File: src/rtl/aes_prng_ctrl.sv
// PRNG handshake initiator for the masked AES core: seeds prng_top, gates encryption starts on live randomness,
// forces a reseed every RESEED_PERIOD encryptions and flags starvation. Request accept is same-cycle; seed wins over request.
module aes_prng_ctrl #(
   parameter int RESEED_PERIOD = 1024,
   parameter int CNT_W         = 16
) (
   input  logic             clk,
   input  logic             nrst,
   input  logic [79:0]      seed_in,
   input  logic             seed_valid,
   output logic             seed_ready,
   input  logic             req_valid,
   output logic             req_ready,
   output logic             aes_valid_in,
   input  logic             aes_ready,
   input  logic             aes_cipher_valid,
   output logic [79:0]      prng_seed,
   output logic             prng_start_reseed,
   input  logic             prng_busy,
   input  logic             prng_out_valid,
   output logic             prng_out_ready,
   output logic             need_reseed,
   output logic             rnd_starve,
   output logic [CNT_W-1:0] enc_count
);

   typedef enum logic [2:0] {
      ST_NOSEED,
      ST_PULSE,
      ST_WAIT,
      ST_READY,
      ST_RUN
   } state_t;

   localparam logic [CNT_W-1:0] PERIOD_C = CNT_W'(RESEED_PERIOD);

   state_t           state_q, state_d;
   logic [79:0]      prng_seed_q, prng_seed_d;
   logic [CNT_W-1:0] enc_count_q, enc_count_d;
   logic             rnd_starve_q, rnd_starve_d;
   logic [CNT_W-1:0] enc_count_inc;

   always_ff @(posedge clk or negedge nrst) begin
      if (!nrst) begin
         state_q      <= ST_NOSEED;
         prng_seed_q  <= '0;
         enc_count_q  <= '0;
         rnd_starve_q <= 1'b0;
      end else begin
         state_q      <= state_d;
         prng_seed_q  <= prng_seed_d;
         enc_count_q  <= enc_count_d;
         rnd_starve_q <= rnd_starve_d;
      end
   end

   // Saturating increment; with a nonzero period the count never reaches the ceiling anyway.
   assign enc_count_inc = (enc_count_q == '1) ? enc_count_q : enc_count_q + CNT_W'(1);

   always_comb begin
      state_d           = state_q;
      prng_seed_d       = prng_seed_q;
      enc_count_d       = enc_count_q;
      rnd_starve_d      = rnd_starve_q;
      seed_ready        = 1'b0;
      req_ready         = 1'b0;
      aes_valid_in      = 1'b0;
      prng_out_ready    = 1'b0;
      prng_start_reseed = 1'b0;

      unique case (state_q)
         ST_NOSEED: begin
            seed_ready = 1'b1;
            if (seed_valid) begin
               prng_seed_d = seed_in;
               state_d     = ST_PULSE;
            end
         end
         ST_PULSE: begin
            prng_start_reseed = 1'b1;
            state_d           = ST_WAIT;
         end
         ST_WAIT: begin
            if (!prng_busy && prng_out_valid) begin
               enc_count_d  = '0;
               rnd_starve_d = 1'b0;
               state_d      = ST_READY;
            end
         end
         ST_READY: begin
            seed_ready = 1'b1;
            req_ready  = aes_ready & prng_out_valid & ~prng_busy & ~seed_valid;
            if (seed_valid) begin
               prng_seed_d = seed_in;
               state_d     = ST_PULSE;
            end else if (req_valid && req_ready) begin
               aes_valid_in   = 1'b1;
               prng_out_ready = 1'b1;
               state_d        = ST_RUN;
            end
         end
         ST_RUN: begin
            prng_out_ready = 1'b1;
            if (!prng_out_valid) begin
               rnd_starve_d = 1'b1;
            end
            if (aes_cipher_valid) begin
               enc_count_d = enc_count_inc;
               if (RESEED_PERIOD != 0 && enc_count_inc == PERIOD_C) begin
                  state_d = ST_NOSEED;
               end else begin
                  state_d = ST_READY;
               end
            end
         end
         default: state_d = ST_NOSEED;
      endcase
   end

   assign prng_seed   = prng_seed_q;
   assign enc_count   = enc_count_q;
   assign rnd_starve  = rnd_starve_q;
   assign need_reseed = (state_q == ST_NOSEED);

endmodule

File: config.mk
export PLATFORM = sky130hd
export DESIGN_NAME = aes_prng_ctrl
export DESIGN_NICKNAME = d
export VERILOG_FILES = /design/src/rtl/aes_prng_ctrl.sv
export SDC_FILE = /design/constraint.sdc
export NUM_CORES = 1
export LEC_CHECK = 0
export BUFFER_PORTS_ARGS = -buffer_cell sky130_fd_sc_hd__buf_2
export CORE_ASPECT_RATIO = 0.6
export CORE_MARGIN = 5
export CORE_UTILIZATION = 48
export DETAILED_ROUTE_END_ITERATION = 16
export HOLD_SLACK_MARGIN = 0.1
export PLACE_DENSITY = 0.84
export SYNTH_ARGS = -nofsm -noshare
export SYNTH_HDL_FRONTEND = slang
export SYNTH_SLANG_ARGS = --single-unit
File: constraint.sdc
create_clock -name clk -period 2.34 [get_ports clk]
set_input_delay 0.117 -clock clk [delete_from_list [all_inputs] [get_ports clk]]
set_output_delay 0.117 -clock clk [all_outputs]
set_load 0.01 [all_outputs]
Yosys cells after proc, flatten, opt, wreduce, memory -nomap -nowiden
Cells that the tools add are included.
{"block": "totals", "input_bits": 88, "mem_bits_ro": 0, "ramBits": 0, "latch_bits": 0, "out_inout_bits": 103, "word_cells": 52, "regBits": 100, "mem_count": 0}
{"block": "classes", "eq_ne": 11, "order_cmp": 0, "n_mul": 0, "reduce_logical": 10, "shift": 0, "addsub": 1, "n_mux": 21, "n_div": 0, "bitwise": 5}
{"cell": "2-to-1 mux 16 bit", "count": 3}
{"cell": "one-hot mux 16 bit (2 select lines)", "count": 1}
{"cell": "adder 16 x 1 -> 16 bit (second input constant)", "count": 1}
{"cell": "== test 16 x 11 -> 1 bit (second input constant)", "count": 1}
{"cell": "== test 16 bit (second input constant)", "count": 1}
{"cell": "2-to-1 mux 3 bit", "count": 5}
{"cell": "one-hot mux 3 bit (5 select lines)", "count": 1}
{"cell": "2-to-1 mux 1 bit", "count": 8}
{"cell": "inequality test 2 bit (second input constant)", "count": 4}
{"cell": "== test 3 x 2 -> 1 bit (second input constant)", "count": 2}
{"cell": "AND reduction 3 bit", "count": 2}
{"cell": "one-hot mux 1 bit (2 select lines)", "count": 2}
{"cell": "AND reduction 4 bit", "count": 1}
{"cell": "AND 1 bit", "count": 3}
{"cell": "== test 3 x 1 -> 1 bit (second input constant)", "count": 1}
{"cell": "== test 3 bit (second input constant)", "count": 1}
{"cell": "zero test 3 bit", "count": 1}
{"cell": "inequality test 3 bit (second input constant)", "count": 1}
{"cell": "logical AND 1 bit", "count": 2}
{"cell": "2-to-1 mux 2 bit", "count": 1}
{"cell": "inverter 1 bit", "count": 2}
{"cell": "AND reduction 2 bit", "count": 1}
{"cell": "nonzero test 2 bit", "count": 1}
{"cell": "OR reduction 2 bit", "count": 1}
{"cell": "zero test 1 bit", "count": 1}

Longest topological paths before layout
Gate-level depths: netlist of the first run.
{"block": "depth", "depth_word": 7, "depth_mapped": 8, "ltp_nobuf": 7}

Least setup slack after synthesis of the first run
No wires, ideal clock.
{"block": "synth_timing", "kind": "register to register", "from": "reg enc_count_q[0] (netlist: enc_count[0])", "to": "reg state_q[0]", "path_slack_ps": 371, "arrival_time_ps": 1837, "synth_period_minus_slack_ps": 1969, "path_stages_with_launch": 8, "required_time_ps": 2207, "n_path_buf": 0, "setup_time_ps": 133, "path_cell_list": "dfrtp_1 -> ha_1 -> nand4_1 -> nor4_4 -> or4b_4 -> mux2i_1 -> nor3_1 -> a21oi_1"}
{"block": "synth_via", "elab_chain_cells": 6, "elab_cells_between_ends": 7, "cone_classes": "1 x add/sub; 2 x eq/ne; 4 x mux"}
{"element": "from (decl)", "line": "39", "rtl": "logic [CNT_W-1:0] enc_count_q, enc_count_d;"}
{"element": "from (signal assigned)", "line": "52", "rtl": "enc_count_q <= enc_count_d;"}
{"element": "adder 16 x 1 -> 16 bit / == test 16 bit (equally long branches)", "line": "58", "rtl": "assign enc_count_inc = (enc_count_q == '1) ? enc_count_q : enc_count_q + CNT_W'(1);"}
{"element": "2-to-1 mux 16 bit (*)", "line": "58"}
{"element": "== test 16 x 11 -> 1 bit (*)", "line": "109", "rtl": "if (RESEED_PERIOD != 0 && enc_count_inc == PERIOD_C) begin"}
{"element": "2-to-1 mux 2 bit (*)", "line": "109"}
{"element": "2-to-1 mux 3 bit (*)", "line": "107", "rtl": "if (aes_cipher_valid) begin"}
{"element": "one-hot mux 3 bit (5 select lines) (*)", "line": "71", "rtl": "unique case (state_q)"}
{"element": "to (signal assigned)", "line": "50", "rtl": "state_q <= state_d;"}
{"element": "to (decl)", "line": "37", "rtl": "state_t state_q, state_d;"}
Mark *: on every way between the ends. The rest lies on a longest branch, timed or not. The select of a mux whose other input is x is not followed.
A chain may end at the register's enable or synchronous reset.

Worst setup path in the final report of the first run
Ends and elaborated chain as after synthesis.

==> results of run 1 <==
routing by layer:
metal  track usage  part of all wire  up-vias
met5             0                 0        -
met4        0.0906             0.026        0
met3        0.0701             0.084       31
met2         0.432              0.50      208
met1         0.302              0.39     1965
li1              -                 -     1868
through the flow:
| stage | instances | power, W | cell area (µm²) | utilization |
|---|---|---|---|---|
| 4_1_cts | 760 | 0.00732 | 6740 | 0.739 |
| 5_1_grt | 762 | 0.00777 | 6760 | 0.741 |
| 3_3_place_gp | 662 | 0.00549 | 5600 | 0.614 |
| 2_1_floorplan | 362 | 0.00440 | 4470 | - |
| 6_report | 763 | 0.00737 | 6760 | 0.741 |
| 3_5_place_dp | 662 | 0.00564 | 5600 | 0.614 |
cell type report:
| cell class | count | area, µm² | area share |
|---|---|---|---|
| sequential | 100 | 2500 | 0.370 |
| timing repair buffer | 289 | 1940 | 0.287 |
| multi-input combinational | 233 | 1820 | 0.269 |
| clock buffer | 9 | 225 | 0.0333 |
| tap | 116 | 145 | 0.0215 |
| clock inverter | 7 | 93.8 | 0.0139 |
| inverter | 8 | 30.0 | 0.00444 |
| antenna | 1 | 2.50 | 0.000370 |
synthesized netlist by cell type (all sizes together), types with 3 or more instances:
cell / count
nor2b: 4
nor4: 6
clkbuf: 5
o21ai: 20
nand3: 7
o31ai: 3
nand2: 17
a21oi: 18
a31oi: 6
buf: 16
nand3b: 3
inv: 8
nand4: 8
dfrtp: 100
nor2: 25
nor3: 8
mux2: 80
cells by family after synthesis:
| family | Yosys count | synth area share |
|---|---|---|
| AO/OA/AOI/OAI | 59 | 0.0790 |
| XOR/XNOR | 2 | 0.00392 |
| adder cells (fa/ha/maj) | 1 | 0.00280 |
| buffers and inverters | 29 | 0.0339 |
| flip-flops | 100 | 0.560 |
| multiplexers | 82 | 0.206 |
| AND/OR/NAND/NOR | 89 | 0.114 |
state kept, by name, indices dropped and copies added, names as in the netlist:
register,cells
rnd_starve,1
enc_count,16
state_q,3
prng_seed,80
what timing repair did:
item                                    in CTS  in global routing
hold endpoints to repair                   119                  0
buffers inserted                             0                  2
gates resized for setup                      0                  1
endpoints found under the setup margin       0                  2
hold buffers                                82                  0
placed cells by master (no fill, tap or decap), types with 6 or more instances in the layout:
cell             n
a21oi_1         18
a31oi_1          6
buf_2          189
buf_4           15
clkbuf_16        9
dfrtp_1        100
dlygate4sd3_1   82
inv_1            7
mux2_1          27
mux2_2          53
nand2_1         17
nand3_1          6
nand4_1          7
nor2_1          24
nor3_1           8
o21ai_0         12
o21ai_1          7
power breakdown:
part / switching [W] / internal (W)
clock: 0.000693 / 0.000859
combinational: 0.00143 / 0.00149
sequential: 0.000430 / 0.00247
worst max-delay path: stages, from the launching register on:
cell     delay (ns)
dfrtp_1        0.45
ha_2           0.25
nand4_1        0.16
nor4_4         0.06
buf_4          0.16
or4b_4         0.53
mux2i_1        0.15
nor3_1         0.21
a21oi_1        0.09
how the worst min path moves through the flow:
| stage | endpoint | slack (ns) | cells after the start |
|---|---|---|---|
| 6_report | rnd_starve$_DFFE_PN0P_ | 0.13 | 3 |
| 5_1_grt | rnd_starve$_DFFE_PN0P_ | 0.13 | 3 |
| 4_1_cts | rnd_starve$_DFFE_PN0P_ | 0.12 | 3 |
| 3_5_place_dp | enc_count[11]$_DFFE_PN0P_ | 0.12 | 1 |
| 3_3_place_gp | enc_count[11]$_DFFE_PN0P_ | 0.12 | 1 |
| 2_1_floorplan | enc_count[0]$_DFFE_PN0P_ | -0.18 | 0 |
==> reports/results.txt, run 1 <==
Crit. End Element -> register
Yosys reg bits -> 100
Clk_lat worst skew -> 0.34 ns
Total CTS buffers -> 9
Avg Inst Size Synth -> 12.3 µm²
Leak -> 3.22 nW
FFs w/ async S/R, synth -> 1.00
Final hold slack -> 0.135 ns
Clock-pin transition on the worst setup and hold timing paths -> 0.07 ns
Register area share after synthesis -> 0.560
Max Clk Rate -> 457 MHz
Grt total ovfl -> 0
Setup crit start -> enc_count[0]$_DFFE_PN0P_
Net count after synthesis -> 451
Req. time, crit path -> 2.55 ns
H-tree depth -> 3
Final min period -> 2.19 ns
Fraction of layout cells with a size suffix above 1 -> 0.449
Min-delay src -> prng_out_valid
Synth cell types -> 50
Fillcell total -> 579
Ranking of synthesized cells by area -> dfrtp_1 56%, mux2_2 13%, mux2_1 6.8%
Worst slack at placement -> 0.200 ns
# IOs -> 191
Setup TNS Final -> 0 ns
Largest net degree at the start of global routing -> 41
Critical path data arrival time -> 2.40 ns
DR vias -> 4072
Max-slew violations -> 0
Clock Skews -> 0.00535 ns
Syn Inst Count -> 362
DR pass1 iterations -> 5
Critical path peak fanout -> 7
Status -> complete, no violations
Worst R2R End -> state_q[0]$_DFFE_PN0P_
RSZ-0062 raised after global routing -> no
Tightest Hold Check Type -> input pin to register
First-pass GRT wire length -> 22.6 mm
Synth top area share -> 0.560
Peak supply drop -> 0.000741 V
Vert. Die Dim -> 84.7 µm
FP Rows -> 27
Layout area overhead -> 51.2%
Initial Util -> 0.490
Post-Syn Area -> 0.00447 mm²
GRT Util Overall -> 0.250
Worst R2R Path Depth -> 8
Longest Clk Path Bufs -> 2
# clock sinks -> 100
Final period util -> 0.935
Crit path to -> state_q[0]$_DFFE_PN0P_
Core area -> 0.00912 mm²
Initial antenna violation count -> 0
Vias/cell -> 5.34
CP startpoint kind -> register
Die Area -> 0.0114 mm²
Worst-Margin Slew -> 0.842 ns
Routed len/inst -> 18.4 µm
Final hold vios -> 0
Nets -> 730
DRC viols -> 0
Most used flip-flop cell after synthesis -> dfrtp_1
Slew Limit Headroom -> 0.424
Chip Width -> 135 µm
Worst setup margin -> 0.152 ns
Final wirelength -> 14.1 mm
R2r startpoint -> enc_count[0]$_DFFE_PN0P_
Port buffer count -> 190
Power per cell area -> 1090 mW/mm²
Yosys warning total -> 0
Post-DP HPWL -> 8.98 mm
Crit Path Category -> register to register
Max-cap violations -> 0
Finish-stage setup viols -> 0
DRT antenna net count -> 0
CTS tree -> done
Routability cong. -> 0.933
Post-synth EDFFs -> 0
Initial DRC Count -> 270
Root Driver -> clkbuf_16
FF-to-FF setup slack -> 0.15 ns
Vias in the first global route -> 4284
Post-synth top area cell -> dfrtp_1
(Power assumes the default switching activity.)
==> run 2, diff against run 1 <==
--- a/config.mk
+++ b/config.mk
@@ -10,6 +10,7 @@
 export CORE_MARGIN = 5
 export CORE_UTILIZATION = 48
 export DETAILED_ROUTE_END_ITERATION = 16
+export GPL_TIMING_DRIVEN = 0
 export HOLD_SLACK_MARGIN = 0.1
 export PLACE_DENSITY = 0.84
 export SYNTH_ARGS = -nofsm -noshare
==> run 2 against run 1 <==
  * Cell area shrank 0.13%
  * Die area is the same
  * Critical path depth shrank 1
  * Global-route usage shrank 0.66 points
  * First-iteration DRC count shrank 7.4%
  * Combinational power is essentially flat
  * Non-clock buffer count grew 8
  * Register-to-register slack is essentially flat
  * Worst hold slack lost 0.0035 ns
  * Core utilization shrank 0.096 points
  * Wire length shrank 1.1%
  * Critical endpoint is now state_q[1]$_DFFE_PN0P_
  * Largest cell class unchanged
  * Largest power group unchanged
  * Highest routed layer unchanged
==> reports/results.txt, run 2 (same netlist as run 1, synthesis figures left out) <==
Status -> complete, no violations
Final min period -> 2.20 ns (+0.00962 ns)
First-pass GRT wire length -> 22.1 mm (-2.1%)
Finish-stage setup viols -> 0 (unchanged)
Max-cap violations -> 0 (unchanged)
Die Area -> 0.0114 mm² (unchanged)
Crit. End Element -> register
Vias in the first global route -> 4285 (+0.023%)
Vert. Die Dim -> 84.7 µm (unchanged)
Total CTS buffers -> 9 (unchanged)
Most common cell after layout, fill and taps aside -> buf_2
Met3 usage -> 0.0677 (-0.00240)
Tightest Hold Check Type -> input pin to register
DRC viols -> 0 (unchanged)
Max reg flops -> 80 (unchanged)
Clk_lat worst skew -> 0.33 ns (about the same)
Critical path data arrival time -> 2.41 ns (about the same)
Root Driver -> clkbuf_16
Crit-path cells -> ha_1 -> nand4_1 -> nor4_4 -> nor2_2 -> mux2i_1 -> nor4_2 -> a21oi_1
Critical path peak fanout -> 7 (unchanged)
Final hold vios -> 0 (unchanged)
CTS tree -> done
RSZ-0062 raised after global routing -> no
Grt total ovfl -> 0 (unchanged)
Final period util -> 0.939 (+0.00411)
Fraction of layout cells with a size suffix above 1 -> 0.446 (-0.00243)
Initial Util -> 0.490 (unchanged)
Clock Skews -> 0.00942 ns (+0.00406 ns)
GRT busiest layer -> met2
H-tree depth -> 3 (unchanged)
Largest net degree at the start of global routing -> 55 (+34%)
Vias/cell -> 5.35 (+0.15%)
Design Power -> 0.00725 W (-1.6%)
Chip Width -> 135 µm (unchanged)
Layout area overhead -> 51.1%
Setup TNS Final -> 0 ns (unchanged)
Most frequent cells in the layout -> 196 x buf_2, 100 x dfrtp_1, 82 x dlygate4sd3_1
Initial DRC Count -> 250 (-7.4%)
Routability cong. -> 0.924 (-0.92%)
Routing usage on met2 -> 0.415 (-0.0169)
# IOs -> 191 (unchanged)
Core area -> 0.00912 mm² (unchanged)
Final wirelength -> 13.9 mm (-1.1%)
Clock-pin transition on the worst setup and hold timing paths -> 0.07 ns (about the same)
Max-slew violations -> 0 (unchanged)
Peak supply drop -> 0.000626 V (-15%)
# clock sinks -> 100 (unchanged)
Worst path bufs/invs -> 0 (-1)
DR vias -> 4121 (+1.2%)
Crit path largest cell delay -> 0.45 ns (-0.08 ns)
Global Route met1 Usage -> 0.313 (+0.0106)
Nets -> 738 (+1.1%)
Req. time, crit path -> 2.55 ns (about the same)
Cell family with most CP delay -> simple AND/OR/NAND/NOR gates
DR pass1 iterations -> 5 (unchanged)
CP max stage cell -> dfrtp_1
CP startpoint kind -> register
Initial antenna violation count -> 0 (unchanged)
DRT antenna net count -> 0 (unchanged)
Post-DP HPWL -> 9.10 mm (+1.3%)
Crit Path Category -> register to register
Port buffer count -> 190 (unchanged)
FP Rows -> 27 (unchanged)
Routed len/inst -> 18.1 µm (-2.1%)
Worst-Margin Slew -> 0.720 ns (-0.122 ns)
GRT Util Overall -> 0.244 (-0.00659)
Longest Clk Path Bufs -> 2 (unchanged)
Max Clk Rate -> 455 MHz (-0.44%)
Power per cell area -> 1070 mW/mm² (-1.4%)
Slew Limit Headroom -> 0.520 (+0.0959)
Leak -> 3.22 nW (about the same)
==> run 2: cell types whose count changed in the layout (fill, tap and decap cells not counted), sizes merged <==
cell,delta
inv,-2
buf,+3
clkbuf,+6
clkinvlp,+1
==> run 2: per-layer routing <==
layer  wire length (µm)  up-vias
met5                  0        -
met4                177        0
met3               1170       16
met2               6840      203
met1               5730     2008
li1                   -     1894
==> run 2: cell type report <==
type | count | area, µm²
antenna | 1 | 2.50
multi-input combinational | 233 | 1820
clock buffer | 10 | 229
tap | 116 | 145
buffer | 21 | 121
clock inverter | 6 | 73.8
sequential | 100 | 2500
timing repair buffer | 276 | 1820
fill | 596 | 2370
inverter | 8 | 30.0
==> run 2: repair_timing <==
| action | in CTS | in global routing |
|---|---|---|
| hold buffers | 82 | 0 |
| hold endpoints to repair | 134 | 0 |
| resized for setup | 0 | 2 |
| buffers inserted | 0 | 3 |
| setup endpoints to repair | 0 | 82 |
==> run 2: per-stage QoR <==
step           hold slack, ns  cells  setup WS (ns)  instance area (µm²)   util
2_1_floorplan          -0.179    362          0.371                 4470      -
3_3_place_gp            0.335    668          0.163                 5560  0.610
3_5_place_dp            0.215    669          0.155                 5590  0.613
4_1_cts                 0.114    767          0.133                 6720  0.736
5_1_grt                 0.149    770       0.000809                 6750  0.740
6_report                0.131    771          0.143                 6750  0.740
==> run 2: worst register-to-register path, stage by stage (launching register included) <==
cell and delay (ns):
dfrtp_1 0.45, ha_1 0.28, nand4_1 0.17, nor4_4 0.43
nor2_2 0.13, mux2i_1 0.16, nor4_2 0.36, a21oi_1 0.11
==> run 2: worst paths after layout <==
kind | start | end | slack [ns] | cells past startpoint
worst max-delay path | enc_count[0]$_DFFE_PN0P_ | state_q[1]$_DFFE_PN0P_ | 0.14 | 7
worst min-delay path | prng_out_valid | rnd_starve$_DFFE_PN0P_ | 0.13 | 3
worst max register to register | enc_count[0]$_DFFE_PN0P_ | state_q[1]$_DFFE_PN0P_ | 0.14 | 7
worst min register to register | prng_seed[41]$_DFFE_PN0P_ | prng_seed[41]$_DFFE_PN0P_ | 0.48 | 1
max in group asynchronous | nrst | prng_seed[41]$_DFFE_PN0P_ | 1.30 | 3
min in group asynchronous | nrst | enc_count[9]$_DFFE_PN0P_ | 0.37 | 2
==> run 2: where the power goes <==
group          internal (W)  switching (W)
sequential          0.00247       0.000387
combinational       0.00147        0.00142
clock              0.000841       0.000661
total               0.00478        0.00247
==> run 3, diff against run 2 <==
--- a/config.mk
+++ b/config.mk
@@ -12,7 +12,7 @@
 export DETAILED_ROUTE_END_ITERATION = 16
 export GPL_TIMING_DRIVEN = 0
 export HOLD_SLACK_MARGIN = 0.1
-export PLACE_DENSITY = 0.84
+export PLACE_DENSITY = 0.86
 export SYNTH_ARGS = -nofsm -noshare
 export SYNTH_HDL_FRONTEND = slang
 export SYNTH_SLANG_ARGS = --single-unit
==> run 3 against run 2 <==
  * Sequential share of layout area barely moved
  * Cell area is 0.11% higher
  * Clock power is 3% higher
  * Clock-buffer cell count stayed put
  * Clock skew decreased by 0.0023 ns
  * Register-to-register slack worse by 0.07 ns
  * Critical path depth unchanged
  * Non-clock buffer count shrank 1
  * Maximum frequency down 2.9%
  * Worst hold slack better by 0.0096 ns
  * Sequential power hardly changed
  * Flip-flop and latch count is the same
  * Largest cell class unchanged
==> reports/results.txt, run 3 (same netlist as run 1, synthesis figures left out) <==
Status -> complete, no violations
CP max stage cell -> dfrtp_1
Chip Width -> 135 µm (unchanged)
Crit Path Category -> register to register
Max-cap violations -> 0 (unchanged)
Initial antenna violation count -> 0 (unchanged)
Longest Clk Path Bufs -> 2 (unchanged)
Most common cell after layout, fill and taps aside -> buf_2
Initial Util -> 0.490 (unchanged)
Critical path peak fanout -> 7 (unchanged)
Max reg flops -> 80 (unchanged)
Routed len/inst -> 18.4 µm (+1.8%)
Clock-pin transition on the worst setup and hold timing paths -> 0.07 ns (about the same)
Layout area overhead -> 51.2%
Final period util -> 0.967 (+0.0278)
Die Area -> 0.0114 mm² (unchanged)
# IOs -> 191 (unchanged)
H-tree depth -> 3 (unchanged)
Area of the multi-input gates -> 0.00183 mm² (+0.41%)
Port buffer count -> 190 (unchanged)
FP Rows -> 27 (unchanged)
Clock Skews -> 0.00710 ns (-0.00231 ns)
Max Clk Rate -> 442 MHz (-2.9%)
Power per cell area -> 1080 mW/mm² (+0.73%)
Crit path largest cell delay -> 0.46 ns (about the same)
Routability cong. -> 0.955 (+3.3%)
DR vias -> 4156 (+0.85%)
Crit-path cells -> ha_2 -> nand4_1 -> nor4_4 -> nor2_2 -> mux2i_1 -> nor4_2 -> a21oi_1
CP startpoint kind -> register
Crit. End Element -> register
Vias in the first global route -> 4334 (+1.1%)
Fraction of layout cells with a size suffix above 1 -> 0.450 (+0.00375)
CTS tree -> done
DRC viols -> 0 (unchanged)
GRT Util Overall -> 0.249 (+0.00537)
Max-slew violations -> 0 (unchanged)
Vias/cell -> 5.39 (+0.85%)
Finish-stage setup viols -> 0 (unchanged)
DR pass1 iterations -> 5 (unchanged)
Total CTS buffers -> 9 (unchanged)
Register area -> 0.00250 mm² (unchanged)
Core area -> 0.00912 mm² (unchanged)
Worst-Margin Slew -> 0.787 ns (+0.0667 ns)
Most frequent cells in the layout -> 196 x buf_2, 100 x dfrtp_1, 82 x dlygate4sd3_1
Nets -> 737 (-0.14%)
# clock sinks -> 100 (unchanged)
Post-DP HPWL -> 9.41 mm (+3.4%)
Leak -> 3.23 nW (+0.28%)
Req. time, crit path -> 2.54 ns (about the same)
Final min period -> 2.26 ns (+0.0651 ns)
Final wirelength -> 14.2 mm (+1.8%)
Clk_lat worst skew -> 0.33 ns (about the same)
Critical path data arrival time -> 2.46 ns (+0.05 ns)
Initial DRC Count -> 186 (-26%)
Worst setup margin -> 0.0776 ns (-0.0651 ns)
Grt total ovfl -> 0 (unchanged)
Setup TNS Final -> 0 ns (unchanged)
RSZ-0062 raised after global routing -> no
Root Driver -> clkbuf_16
Vert. Die Dim -> 84.7 µm (unchanged)
Slew Limit Headroom -> 0.475 (-0.0445)
Peak supply drop -> 0.000806 V (+29%)
DRT antenna net count -> 0 (unchanged)
Worst slack at placement -> 0.105 ns (-0.0505 ns)
First-pass GRT wire length -> 22.4 mm (+1.2%)
Largest net degree at the start of global routing -> 63 (+15%)
Fillcell total -> 612 (+2.7%)
Tightest Hold Check Type -> input pin to register
Final hold vios -> 0 (unchanged)
run 3: changes by cell type in the layout (fill, tap and decap cells not counted), sizes merged:
cell and delta:
inv +3, clkinvlp -2, buf -1, clkinv -1, diode +1
run 3: path summary, 6_finish.rpt:
path	from	to	slack [ns]	cells past startpoint
max	enc_count[0]$_DFFE_PN0P_	state_q[1]$_DFFE_PN0P_	0.08	7
min	prng_out_valid	rnd_starve$_DFFE_PN0P_	0.14	3
max reg2reg	enc_count[0]$_DFFE_PN0P_	state_q[1]$_DFFE_PN0P_	0.08	7
min reg2reg	prng_seed[37]$_DFFE_PN0P_	prng_seed[37]$_DFFE_PN0P_	0.48	1
max in group asynchronous	nrst	prng_seed[52]$_DFFE_PN0P_	1.23	3
min in group asynchronous	nrst	prng_seed[17]$_DFFE_PN0P_	0.41	2
run 3: per-stage QoR:
step,cell area [µm²],power [W],hold slack (ns),utilization,std cells
2_1_floorplan,4470,0.00440,-0.179,-,362
3_3_place_gp,5560,0.00545,0.332,0.610,668
3_5_place_dp,5590,0.00562,0.243,0.612,669
4_1_cts,6720,0.00728,0.124,0.737,767
5_1_grt,6750,0.00774,0.154,0.740,769
6_report,6760,0.00731,0.141,0.741,771
run 3: power by group:
part	leakage (nW)	internal [W]	total, W	switching [W]
Clock	0.156	0.000880	0.00154	0.000662
Sequential	1.21	0.00247	0.00286	0.000392
Combinational	1.86	0.00147	0.00291	0.00144
run 3: per-layer routing:
| layer | global-route usage | part of all wire |
|---|---|---|
| met1 | 0.312 | 0.41 |
| met5 | 0 | 0 |
| met4 | 0.0841 | 0.027 |
| met3 | 0.0826 | 0.094 |
| met2 | 0.410 | 0.47 |
run 3: timing repair:
item                                    4_1_cts  5_1_grt
resized for setup                             0        4
endpoints found under the hold margin       142        0
hold buffers                                 82        0
endpoints found under the setup margin        0       71
setup buffers                                 0        2
run 3: critical path, delay by kind of cell, from the launching register on:
kind | cells | cell delay (ns)
AND/OR/NAND/NOR | 4 | 1.11
flip-flops | 1 | 0.46
adder cells (fa/ha/maj) | 1 | 0.27
multiplexers | 1 | 0.19
AO/OA/AOI/OAI | 1 | 0.11
run 3: area by class of cell:
type / instances / share of cell area
Sequential cell: 100 / 0.370
Tap cell: 116 / 0.0215
Inverter: 8 / 0.00444
Multi-Input combinational cell: 233 / 0.271
Timing Repair Buffer: 275 / 0.268
Buffer: 21 / 0.0180
Antenna cell: 2 / 0.000741
Clock buffer: 10 / 0.0354
Clock inverter: 6 / 0.0113
